## src/rtl/uart_lfsr_io_pkg.sv

```systemverilog
// Shared types and constants for the UART + LFSR I/O block.
// Holds FSM state enums, LFSR constants and the baud divider helper.
package uart_lfsr_io_pkg;

    typedef enum logic [1:0] {
        TX_IDLE,
        TX_START,
        TX_DATA,
        TX_STOP
    } tx_state_t;

    typedef enum logic [2:0] {
        RX_IDLE,
        RX_START,
        RX_DATA,
        RX_STOP,
        RX_WAIT
    } rx_state_t;

    localparam int LFSR_W = 16;
    localparam logic [LFSR_W-1:0] LFSR_SEED = 16'hACE1;
    // x^16+x^14+x^13+x^11+1 in right-shift Fibonacci form
    localparam logic [LFSR_W-1:0] LFSR_TAPS = 16'h002D;

    function automatic int baud_div(input int clock_rate, input int baud_rate);
        return clock_rate / baud_rate;
    endfunction

endpackage

```

## src/rtl/uart_lfsr_io_baud_counter.sv

```systemverilog
// Loadable down-counter; tick is high while the count sits at zero.
// Loading N yields the next tick N+1 cycles later.
module uart_baud_counter #(
    parameter int W = 8
) (
    input  logic         clk,
    input  logic         rst_n,
    input  logic         load,
    input  logic [W-1:0] load_val,
    output logic         tick
);

    logic [W-1:0] cnt;

    always_ff @(posedge clk or negedge rst_n) begin
        if (!rst_n) begin
            cnt <= '0;
        end else if (load) begin
            cnt <= load_val;
        end else if (cnt != '0) begin
            cnt <= cnt - W'(1);
        end
    end

    assign tick = (cnt == '0);

endmodule

```

## src/rtl/uart_lfsr_io.sv

```systemverilog
// 8N1 UART transmitter and receiver with valid/ready handshakes,
// plus a free-running 16-bit LFSR random bit source.
module uart_lfsr_io
    import uart_lfsr_io_pkg::*;
#(
    parameter int CLOCK_RATE = 24000000,
    parameter int BAUD_RATE  = 115200
) (
    input  logic       clk,
    input  logic       rst_n,
    input  logic       tx_enable,
    input  logic       tx_valid,
    input  logic [7:0] tx_data,
    output logic       tx_ready,
    output logic       tx_out,
    input  logic       rx_enable,
    input  logic       rx_in,
    input  logic       rx_ready,
    output logic [7:0] rx_data,
    output logic       rx_valid,
    output logic       rx_error,
    output logic       rx_overrun,
    output logic       random_bit
);

    localparam int DIV = baud_div(CLOCK_RATE, BAUD_RATE);
    localparam int CW  = $clog2(DIV + 1);
    localparam logic [CW-1:0] LD_BIT  = CW'(DIV - 1);
    localparam logic [CW-1:0] LD_LAST = CW'(DIV - 2);
    localparam logic [CW-1:0] LD_HALF = CW'(DIV / 2 - 1);

    tx_state_t     tx_state, tx_next;
    logic [7:0]    tx_shift;
    logic [2:0]    tx_bit;
    logic          tx_fire, tx_tick, tx_load;
    logic [CW-1:0] tx_ld_val;

    assign tx_ready = (tx_state == TX_IDLE) & tx_enable;
    assign tx_fire  = tx_valid & tx_ready;

    always_ff @(posedge clk or negedge rst_n) begin
        if (!rst_n) tx_state <= TX_IDLE;
        else        tx_state <= tx_next;
    end

    always_comb begin
        tx_next = tx_state;
        unique case (tx_state)
            TX_IDLE:  if (tx_fire) tx_next = TX_START;
            TX_START: if (tx_tick) tx_next = TX_DATA;
            TX_DATA:  if (tx_tick && tx_bit == 3'd7) tx_next = TX_STOP;
            TX_STOP:  if (tx_tick) tx_next = TX_IDLE;
            default:  tx_next = TX_IDLE;
        endcase
    end

    // Stop bit spends its last cycle in IDLE so a new frame can follow with no gap
    always_comb begin
        tx_out    = 1'b1;
        tx_load   = 1'b0;
        tx_ld_val = LD_BIT;
        unique case (tx_state)
            TX_IDLE:  tx_load = tx_fire;
            TX_START: begin
                tx_out  = 1'b0;
                tx_load = tx_tick;
            end
            TX_DATA: begin
                tx_out  = tx_shift[0];
                tx_load = tx_tick;
                if (tx_bit == 3'd7) tx_ld_val = LD_LAST;
            end
            TX_STOP:  tx_load = 1'b0;
            default:  tx_load = 1'b0;
        endcase
    end

    always_ff @(posedge clk or negedge rst_n) begin
        if (!rst_n) begin
            tx_shift <= '0;
            tx_bit   <= '0;
        end else if (tx_fire) begin
            tx_shift <= tx_data;
            tx_bit   <= '0;
        end else if (tx_state == TX_DATA && tx_tick) begin
            tx_shift <= {1'b0, tx_shift[7:1]};
            tx_bit   <= tx_bit + 3'd1;
        end
    end

    uart_baud_counter #(.W(CW)) u_tx_baud (
        .clk      (clk),
        .rst_n    (rst_n),
        .load     (tx_load),
        .load_val (tx_ld_val),
        .tick     (tx_tick)
    );

    rx_state_t     rx_state, rx_next;
    logic          rx_s1, rx_s2;
    logic [7:0]    rx_shift;
    logic [2:0]    rx_bit;
    logic          rx_tick, rx_load, rx_take, rx_bad;
    logic [CW-1:0] rx_ld_val;

    always_ff @(posedge clk or negedge rst_n) begin
        if (!rst_n) begin
            rx_s1 <= 1'b1;
            rx_s2 <= 1'b1;
        end else begin
            rx_s1 <= rx_in;
            rx_s2 <= rx_s1;
        end
    end

    always_ff @(posedge clk or negedge rst_n) begin
        if (!rst_n) rx_state <= RX_IDLE;
        else        rx_state <= rx_next;
    end

    always_comb begin
        rx_next = rx_state;
        if (!rx_enable) begin
            rx_next = RX_IDLE;
        end else begin
            unique case (rx_state)
                RX_IDLE:  if (!rx_s2) rx_next = RX_START;
                RX_START: if (rx_tick) rx_next = rx_s2 ? RX_IDLE : RX_DATA;
                RX_DATA:  if (rx_tick && rx_bit == 3'd7) rx_next = RX_STOP;
                RX_STOP:  if (rx_tick) rx_next = rx_s2 ? RX_IDLE : RX_WAIT;
                RX_WAIT:  if (rx_s2) rx_next = RX_IDLE;
                default:  rx_next = RX_IDLE;
            endcase
        end
    end

    always_comb begin
        rx_load   = 1'b0;
        rx_ld_val = LD_BIT;
        rx_take   = 1'b0;
        rx_bad    = 1'b0;
        unique case (rx_state)
            RX_IDLE: begin
                rx_load   = rx_enable & ~rx_s2;
                rx_ld_val = LD_HALF;
            end
            RX_START: rx_load = rx_tick;
            RX_DATA:  rx_load = rx_tick;
            RX_STOP: begin
                rx_take = rx_enable & rx_tick & rx_s2;
                rx_bad  = rx_enable & rx_tick & ~rx_s2;
            end
            RX_WAIT:  rx_load = 1'b0;
            default:  rx_load = 1'b0;
        endcase
    end

    always_ff @(posedge clk or negedge rst_n) begin
        if (!rst_n) begin
            rx_shift <= '0;
            rx_bit   <= '0;
        end else if (rx_state == RX_START && rx_tick) begin
            rx_bit <= '0;
        end else if (rx_state == RX_DATA && rx_tick) begin
            rx_shift <= {rx_s2, rx_shift[7:1]};
            rx_bit   <= rx_bit + 3'd1;
        end
    end

    // A byte landing in the same cycle the old one is consumed takes the freed slot
    always_ff @(posedge clk or negedge rst_n) begin
        if (!rst_n) begin
            rx_data    <= '0;
            rx_valid   <= 1'b0;
            rx_error   <= 1'b0;
            rx_overrun <= 1'b0;
        end else begin
            rx_error <= rx_bad;
            if (rx_take && (!rx_valid || rx_ready)) begin
                rx_data    <= rx_shift;
                rx_valid   <= 1'b1;
                rx_overrun <= 1'b0;
            end else if (rx_take) begin
                rx_overrun <= 1'b1;
            end else if (rx_valid && rx_ready) begin
                rx_valid   <= 1'b0;
                rx_overrun <= 1'b0;
            end
        end
    end

    uart_baud_counter #(.W(CW)) u_rx_baud (
        .clk      (clk),
        .rst_n    (rst_n),
        .load     (rx_load),
        .load_val (rx_ld_val),
        .tick     (rx_tick)
    );

    logic [LFSR_W-1:0] lfsr;

    always_ff @(posedge clk or negedge rst_n) begin
        if (!rst_n) lfsr <= LFSR_SEED;
        else        lfsr <= {^(lfsr & LFSR_TAPS), lfsr[LFSR_W-1:1]};
    end

    assign random_bit = lfsr[0];

endmodule

```

## config.mk

```make
export PLATFORM = sky130hd
export DESIGN_NAME = uart_lfsr_io
export DESIGN_NICKNAME = d
export VERILOG_FILES = /design/src/rtl/uart_lfsr_io_pkg.sv /design/src/rtl/uart_lfsr_io_baud_counter.sv /design/src/rtl/uart_lfsr_io.sv
export SDC_FILE = /design/constraint.sdc
export NUM_CORES = 1
export LEC_CHECK = 0
export CAP_MARGIN = 20
export CORE_ASPECT_RATIO = 1.5
export CORE_MARGIN = 4
export CORE_UTILIZATION = 55
export DETAILED_ROUTE_END_ITERATION = 8
export PLACE_DENSITY = 0.77
export SLEW_MARGIN = 15
export SYNTH_ARGS = -nofsm -noshare
export SYNTH_HDL_FRONTEND = slang
export SYNTH_HIERARCHICAL = 1
export SYNTH_SLANG_ARGS = --single-unit
```

## constraint.sdc

```tcl
create_clock -name clk -period 3.7 [get_ports clk]
set_input_delay 0.37 -clock clk [delete_from_list [all_inputs] [get_ports clk]]
set_output_delay 0.37 -clock clk [all_outputs]
set_load 0.05 [all_outputs]
```

Word-level counts from Yosys, hierarchy flattened --
Cells that the tools add are included.
Cells by class: $add $sub $neg 4, eq/ne operators 19, multiplexer cells 37, bitwise logic cells 8, reduce and logical (&&, ||, !) cells 28
Operators by type and width (count):
- $mux 8 | 7
- $mux 3 | 11
- $logic_not 8->1 | 2
- $reduce_bool 8->1 | 2
- $reduce_xor 16->1 | 1
- $sub 8x1->8 const B | 2
- $ne 3x3->1 const B | 5
- $pmux 3 s5 | 1
- $mux 2 | 5
- $reduce_bool 2->1 | 5
- $eq 3x3->1 const B | 3
- $mux 1 | 9
- $ne 2x2->1 const B | 4
- $pmux 2 s4 | 1
- $logic_and 1x1->1 | 7
- $add 3x1->3 const B | 2
- $and 1x1->1 | 6
- $eq 3x2->1 const B | 2
- $reduce_and 5->1 | 1
- $eq 2x2->1 const B | 2
- $pmux 1 s2 | 2
- $reduce_and 2->1 | 2
- $reduce_and 4->1 | 1
- $reduce_or 2->1 | 2
- other kinds (10) | 11
Storage, ports and cells: flip-flop bits (word level) 72, input port bits 15, output and inout bits 14, word-level logic and storage cells 111

Longest topological paths before layout --
Gate-level depths: netlist of the first run.
depth in word-level cells 7, mapped depth 11, depth with buffers taken out 10

Modules after synthesis --
The synthesis of the first run kept the hierarchy.
By module, submodules not included:
- uart_lfsr_io | instances 1, cells an instance 178, area each 2322.2 um^2, sequential area each 1413.9 um^2
- uart_baud_counter | instances 2, cells an instance 54, area each 476.7 um^2, sequential area each 200.2 um^2

Worst setup path before layout of the first run --
Ideal clock, no wire load.
path kind register -> register, from register u_rx_baud.cnt[0], to register u_rx_baud.cnt[4], library setup time 79 ps, arrival 2569 ps, data required time 3621 ps, path slack 1051 ps, cell stages (with the launch flop) 12, path buffers 2, clock period less this slack 2649 ps, path through dfrtp_1 inv_1 ha_1 or3b_1 clkbuf_2 nor2_1 nand2_1 a21o_1 a21oi_1 dlygate4sd1_1 a21oi_1 a2bb2oi_1
On the way: cells in the longest elaborated chain, start to end 3, elaborated cells between the ends (all ways) 7, those cells by class add/sub (1); mux (3); reduce/logical (3)
RTL lines:
- from (decl) | line uart_lfsr_io_baud_counter.sv:13 | logic [W-1:0] cnt;
- from (signal assigned) | line uart_lfsr_io_baud_counter.sv:19 | cnt <= load_val;
- from (signal assigned) | line uart_lfsr_io_baud_counter.sv:21 | cnt <= cnt - W'(1);
- $logic_not 8->1 (*) | line uart_lfsr_io_baud_counter.sv:25 | assign tick = (cnt == '0);
- net rx_tick | line uart_lfsr_io.sv:103 | logic rx_tick, rx_load, rx_take, rx_bad;
- $pmux 1 s2 (*) | line uart_lfsr_io.sv:142 | unique case (rx_state)
- net rx_load | line uart_lfsr_io.sv:103
- $mux 8 or $reduce_bool 2->1 (tied branches)
The timed path passes the listed nets; every way through them passes the cells marked *. The select of a mux whose other input is x is not followed. A chain may end at the register's enable or synchronous reset.

Worst setup path in the final report of the first run --
from register u_rx_baud.cnt[0], to register rx_shift[7]
On the way: cells in the longest elaborated chain, start to end 4, elaborated cells between the ends (all ways) 5, those cells by class bitwise (1); reduce/logical (4)
RTL lines:
- $logic_not 8->1 (*) | line uart_lfsr_io_baud_counter.sv:25
- net rx_tick | line uart_lfsr_io.sv:103
- $logic_and 1x1->1 | line uart_lfsr_io.sv:162 | end else if (rx_state == RX_START && rx_tick) begin
- $not 1->1 (no source line)
- $reduce_and 2->1 (no source line) (*)
- to (signal assigned) | line uart_lfsr_io.sv:165 | rx_shift <= {rx_s2, rx_shift[7:1]};
- to (decl) | line uart_lfsr_io.sv:101 | logic [7:0] rx_shift;
The timed path passes the listed nets; every way through them passes the cells marked *.

==> results of run 1 <==
-- sequential cells by signal, indices dropped and copies added (netlist names) --
register / flops
rx_shift: 8
u_rx_baud/cnt: 8
rx_error: 1
rx_bit: 3
rx_data: 8
rx_s2: 1
rx_s1: 1
rx_overrun: 1
tx_state: 2
lfsr: 16
tx_shift: 8
rx_state: 3
tx_bit: 3
u_tx_baud/cnt: 8
rx_valid: 1
-- per-layer routing --
layer | vias up | routed length [um] | global-route usage (%)
met4 | 0 | 73 | 8.10
met5 | - | 0 | 0
met1 | 1094 | 2440 | 21.2
li1 | 1106 | - | -
met2 | 39 | 3040 | 29.3
met3 | 5 | 200 | 4.29
-- area by class of cell --
class | instances | share of cell area, %
clock buffers | 10 | 3.34
repair buffers | 31 | 7.86
clock inverters | 6 | 1.21
multi-input cells | 204 | 36.8
inverters | 10 | 0.982
well taps | 72 | 2.36
flip-flops and latches | 72 | 47.5
-- repair_timing --
action	CTS	global route
hold buffers	1	0
hold endpoints to repair	22	0
setup buffers	0	0
setup endpoints to repair	0	0
-- through the flow --
step           total power (W)  std cells  setup slack (ns)
2_1_floorplan          0.00155        296              1.05
3_3_place_gp           0.00170        388             0.890
3_5_place_dp           0.00172        388             0.815
4_1_cts                0.00227        405             0.780
5_1_grt                0.00241        405             0.528
6_report               0.00225        405             0.785
-- worst register-to-register path, cell delays in order, from the launching register on --
cell and delay (ns):
dfrtp_1 0.42, inv_1 0.09, ha_1 0.22, or3b_1 0.47, nor2_1 0.51, nor2b_1 0.31
and3b_1 0.41, mux2_2 0.38
-- synthesized netlist by cell type (3+ instances only) --
| library cell | count |
|---|---|
| or4_1 | 4 |
| nor4_1 | 4 |
| nor3_1 | 7 |
| nor3b_1 | 3 |
| o21ai_0 | 14 |
| inv_1 | 10 |
| a22o_1 | 5 |
| ha_1 | 10 |
| mux2i_1 | 8 |
| nor2_1 | 15 |
| a21boi_0 | 4 |
| a21oi_1 | 10 |
| clkbuf_1 | 4 |
| or3_1 | 3 |
| nor2b_1 | 4 |
| nand3_1 | 6 |
| nand2_1 | 28 |
| dfstp_2 | 10 |
| o31ai_1 | 6 |
| xnor2_1 | 4 |
| dfrtp_1 | 62 |
| mux2_2 | 17 |
-- cells by family (layout without fill, tap and decap cells) --
| logic type | after synthesis | in the layout | share of synthesized area, % |
|---|---|---|---|
| xor+xnor | 6 | 6 | 1.60 |
| flops | 72 | 72 | 55.4 |
| simple gates | 89 | 89 | 14.7 |
| other cells | 2 | 12 | 0.229 |
| mux | 25 | 25 | 8.29 |
| fa+ha+maj | 10 | 10 | 3.82 |
| compound gates | 62 | 62 | 13.1 |
| buf+inv | 20 | 57 | 2.83 |
-- final timing paths --
kind	slack [ns]	endpoint	startpoint
worst max-delay path	0.79	rx_shift[7]	u_rx_baud/cnt[0]
worst min-delay path	0.36	lfsr[6]	lfsr[7]
worst max register to register	0.79	rx_shift[7]	u_rx_baud/cnt[0]
worst min register to register	0.36	lfsr[6]	lfsr[7]
max in group asynchronous	2.18	lfsr[9]	rst_n
min in group asynchronous	0.54	rx_shift[4]	rst_n
-- where the power goes --
group	switching (W)	internal, W
logic	0.000325	0.000281
registers	0.000164	0.000941
clock network	0.000295	0.000245
total	0.000784	0.00147
==> results.json, run 1 <==
{
  "cts_buffers": 9,
  "hold_depth": 0,
  "yosys_warnings": 6,
  "syn_area_mm2": 0.00328,
  "area_growth_pct": 16.7,
  "hold_ws_ns": 0.357,
  "grt_overflow": 0,
  "hold_class": "reg -> reg",
  "status": "complete, no violations",
  "tns_ns": 0,
  "grt_pass1_vias": 2211,
  "cts_buffer_depth": 2,
  "nFillCells": 484,
  "synthDominantCellAreaShare_pct": 47.4,
  "finalSetupViolations": 0,
  "drv_cap": 0,
  "syn_avg_cell_area_um2": 11.5,
  "dieArea_mm2": 0.00728,
  "critPathTopFamily": "simple AND/OR/NAND/NOR gates",
  "grt_max_degree": 49,
  "drc": 0,
  "worstMarginPinSlew_ns": 0.584,
  "hpwl_um": 4020,
  "relSlewSlack_pct": 60.9,
  "layout-drive-gt1-share_pct": 15.3,
  "ff_latch_area_mm2": 0.00181,
  "multi_input_area_mm2": 0.00141,
  "grt_pass1_wl_um": 9940,
  "drv_slew": 0,
  "yosys_most_used_dff": "dfrtp_1",
  "rsz0062_at_grt": "no",
  "arrival_ns": 3.14,
  "vias_per_cell": 5.54,
  "layout_commonest_cell": "dfrtp_1",
  "synth_area_leaders": "dfrtp_1 (47%), dfstp_2 (8.0%), mux2_2 (5.8%)",
  "antenna_found_initial": 0,
  "final_hold_viol_count": 0,
  "antennaDiodeCount": 0,
  "clock_sinks": 72,
  "vias": 2244,
  "worstPathRequired_ns": 3.93,
  "die_h_um": 103,
  "fin_crit_ns": 2.91,
  "irDropWorstVdd_mv": 0.408,
  "powerDensity_mw_per_mm2": 589,
  "io_buffer_count": 28,
  "cp_max_fo": 8,
  "clock_latency_ns": 0.35,
  "worst_setup_path_start_kind": "flop",
  "clkTransAtPathRegs_ns": 0.08,
  "cts_tree": "done",
  "drt_iter0_markers": 136,
  "endpoint_kind": "flop",
  "io_pins": 29,
  "routed_wirelength_um": 5750,
  "gp_congestion": 0.811,
  "placementRows": 34,
  "core_mm2": 0.00579,
  "start_util_pct": 56.6,
  "slowest_stage": "nor2_1",
  "postRouteAntennaNets": 0,
  "place_area_mm2": 0.00364,
  "chipWidth_um": 71.0,
  "path_depth": 7,
  "worstPathCellList": "inv_1 > ha_1 > or3b_1 > nor2_1 > nor2b_1 > and3b_1 > mux2_2",
  "leakage_nw": 1.75,
  "syn_inst": 286,
  "synth_edf_count": 0,
  "fin_crit_sh_pct": 78.8,
  "fin_area_mm2": 0.00382,
  "synth_largest_area_cell": "dfrtp_1",
  "async_flop_share_pct": 100,
  "fin_nets": 353,
  "max_stage_delay_ns": 0.51,
  "cts_resized": 0,
  "drt_pre_antenna_iters": 4,
  "fin_skew_ns": 0.0109,
  "synth_seq_area_share_pct": 55.4,
  "path_class": "reg -> reg",
  "fmax_ghz": 0.343,
  "wl_per_cell_um": 14.2,
  "layout_common_cells": "dfrtp_1 (62), nand2_1 (28), clkdlybuf4s50_1 (27)",
  "reg2reg_depth": 7,
  "critPathBufInv": 1,
  "yosys.cell_types.count": 54,
  "utilization_pct": 66.1,
  "root_buffer": "clkbuf_8",
  "synth_seq_cells": 72,
  "grtUsageTotal_pct": 17.4,
  "htreeDepth": 3
}
No activity file was read; power rests on OpenSTA's default activity.
==> run 2, diff against run 1 <==
Clock period 3.7 ns to 2.84 ns, I/O delays scaled along.
==> results.json, run 2 (same netlist as run 1, synthesis figures left out) <==
{
  "io_pins": 29,
  "ff_latch_area_mm2": 0.00181,
  "grt_overflow": 0,
  "drt_pre_antenna_iters": 5,
  "fin_crit_sh_pct": 91.5,
  "htreeDepth": 3,
  "placementRows": 34,
  "postRouteAntennaNets": 0,
  "max_flop_register": "lfsr",
  "slowest_stage": "or3b_4",
  "root_buffer": "clkbuf_8",
  "multi_input_area_mm2": 0.00141,
  "status": "complete, no violations",
  "drt_iter0_markers": 150,
  "seq_power_share_pct": 47.3,
  "worstPathCellList": "inv_1 > ha_1 > or3b_4 > nor2_1 > buf_4 > nor2b_1 > and3b_1 > mux2_2",
  "p_int_w": 0.00202,
  "layout-drive-gt1-share_pct": 17.4,
  "antenna_found_initial": 0,
  "fin_nets": 359,
  "path_class": "reg -> reg",
  "finalSetupViolations": 0,
  "cts_tree": "done",
  "gp_congestion": 0.812,
  "layout_common_cells": "dfrtp_1 (62), nand2_1 (28), clkdlybuf4s50_1 (27)",
  "worst_setup_path_start_kind": "flop",
  "largest_reg_flops": 16,
  "leakage_nw": 1.80,
  "pwr-share-comb_pct": 26.3,
  "nFillCells": 452,
  "grt_pass1_vias": 2364,
  "core_mm2": 0.00579,
  "fmax_ghz": 0.385,
  "post_cts.repair.setup_buffers": 0,
  "hold_class": "reg -> reg",
  "critPathTopFamily": "simple AND/OR/NAND/NOR gates",
  "clock_latency_ns": 0.35,
  "drv_cap": 0,
  "arrival_ns": 2.83,
  "routed_wirelength_um": 5680,
  "cts_buffers": 9,
  "clock_sinks": 72,
  "clkTransAtPathRegs_ns": 0.08,
  "max_stage_delay_ns": 0.44,
  "relSlewSlack_pct": 60.6,
  "grt_pass1_wl_um": 9840,
  "grt_max_degree": 30,
  "drc": 0,
  "antennaDiodeCount": 0,
  "wl_per_cell_um": 13.8,
  "endpoint_kind": "flop",
  "io_buffer_count": 28,
  "worstPathRequired_ns": 3.07,
  "tns_ns": 0,
  "rsz0062_at_grt": "no",
  "die_h_um": 103,
  "drv_slew": 0,
  "chipWidth_um": 71.0,
  "powerDensity_mw_per_mm2": 783,
  "critPathBufInv": 2,
  "p_sw_share_pct": 33.8,
  "fin_skew_ns": 0.0172,
  "grtUsageTotal_pct": 17.2,
  "cts_buffer_depth": 2,
  "vias_per_cell": 5.53,
  "switchingPower_w": 0.00103,
  "hold_ws_ns": 0.337,
  "dieArea_mm2": 0.00728,
  "cp_max_fo": 8,
  "final_hold_viol_count": 0,
  "worstMarginPinSlew_ns": 0.586,
  "irDropWorstVdd_mv": 0.605,
  "layout_commonest_cell": "dfrtp_1",
  "area_growth_pct": 19.0,
  "clkPwrFrac_pct": 26.5,
  "fin_crit_ns": 2.60,
  "start_util_pct": 56.6,
  "vias": 2273,
  "hpwl_um": 4090
}
[run 2: cell types whose count changed in the layout (fill, tap and decap cells not counted), sizes merged]
cell and change:
buf +6, bufinv +1, clkbuf -1, clkinv -2
clkinvlp -1, inv +3
[run 2: path summary, 6_finish.rpt]
| check | slack [ns] | depth (start not counted) | endpoint | start |
|---|---|---|---|---|
| max | 0.24 | 8 | rx_shift[1] | u_rx_baud/cnt[0] |
| min reg2reg | 0.34 | 0 | lfsr[8] | lfsr[9] |
| min in group asynchronous | 0.45 | 2 | rx_data[1] | rst_n |
| max in group asynchronous | 1.58 | 3 | rx_s2 | rst_n |
| max reg2reg | 0.24 | 8 | rx_shift[1] | u_rx_baud/cnt[0] |
| min | 0.34 | 0 | lfsr[8] | lfsr[9] |
[run 2: layout make-up]
class | instances | area share [%]
clock inverters | 7 | 1.99
multi-input cells | 204 | 36.1
repair buffers | 37 | 8.86
inverters | 10 | 0.963
flip-flops and latches | 72 | 46.5
clock buffers | 9 | 3.18
well taps | 72 | 2.31
[run 2: repair_timing]
item | 4_1_cts | 5_1_grt
hold endpoints to repair | 24 | 0
gates resized for setup | 0 | 1
hold buffers | 1 | 0
setup endpoints to repair | 0 | 1
[run 2: power by group through the flow]
| stage | clock [W] | combinational (W) | sequential [W] |
|---|---|---|---|
| floorplan | 0 | 0.000621 | 0.00140 |
| global placement | 0 | 0.000781 | 0.00144 |
| detailed placement | 0 | 0.000802 | 0.00145 |
| CTS | 0.000836 | 0.000805 | 0.00144 |
| global route | 0.000876 | 0.000919 | 0.00148 |
| finish | 0.000808 | 0.000801 | 0.00144 |
[run 2: worst reg2reg max path: cells and delay by family (launching register included)]
family	cells	cell delay, ns
adders and majority gates	1	0.21
DFF	1	0.42
and+or+nand+nor	4	1.21
buffers and inverters	2	0.26
muxes	1	0.38
[run 2: per-stage QoR]
| stage | total power (W) | util, % | instance area [um^2] | worst slack, ns | std cells |
|---|---|---|---|---|---|
| after floorplan | 0.00202 | - | 3310 | 0.191 | 296 |
| after global placement | 0.00222 | 63.7 | 3680 | 0.289 | 394 |
| after detailed placement | 0.00226 | 63.7 | 3680 | 0.217 | 394 |
| after CTS | 0.00308 | 67.3 | 3890 | 0.199 | 411 |
| after global routing | 0.00327 | 67.4 | 3900 | 0.0294 | 411 |
| final | 0.00305 | 67.4 | 3900 | 0.242 | 411 |
[run 2: layer usage]
layer | track usage, % | up-vias | wire [um] | part of all wire (%)
met3 | 4.68 | 7 | 250 | 4.4
li1 | - | 1119 | - | -
met2 | 30.5 | 57 | 2990 | 53
met5 | 0 | - | 0 | 0
met4 | 7.24 | 0 | 70 | 1.2
met1 | 19.5 | 1090 | 2370 | 42
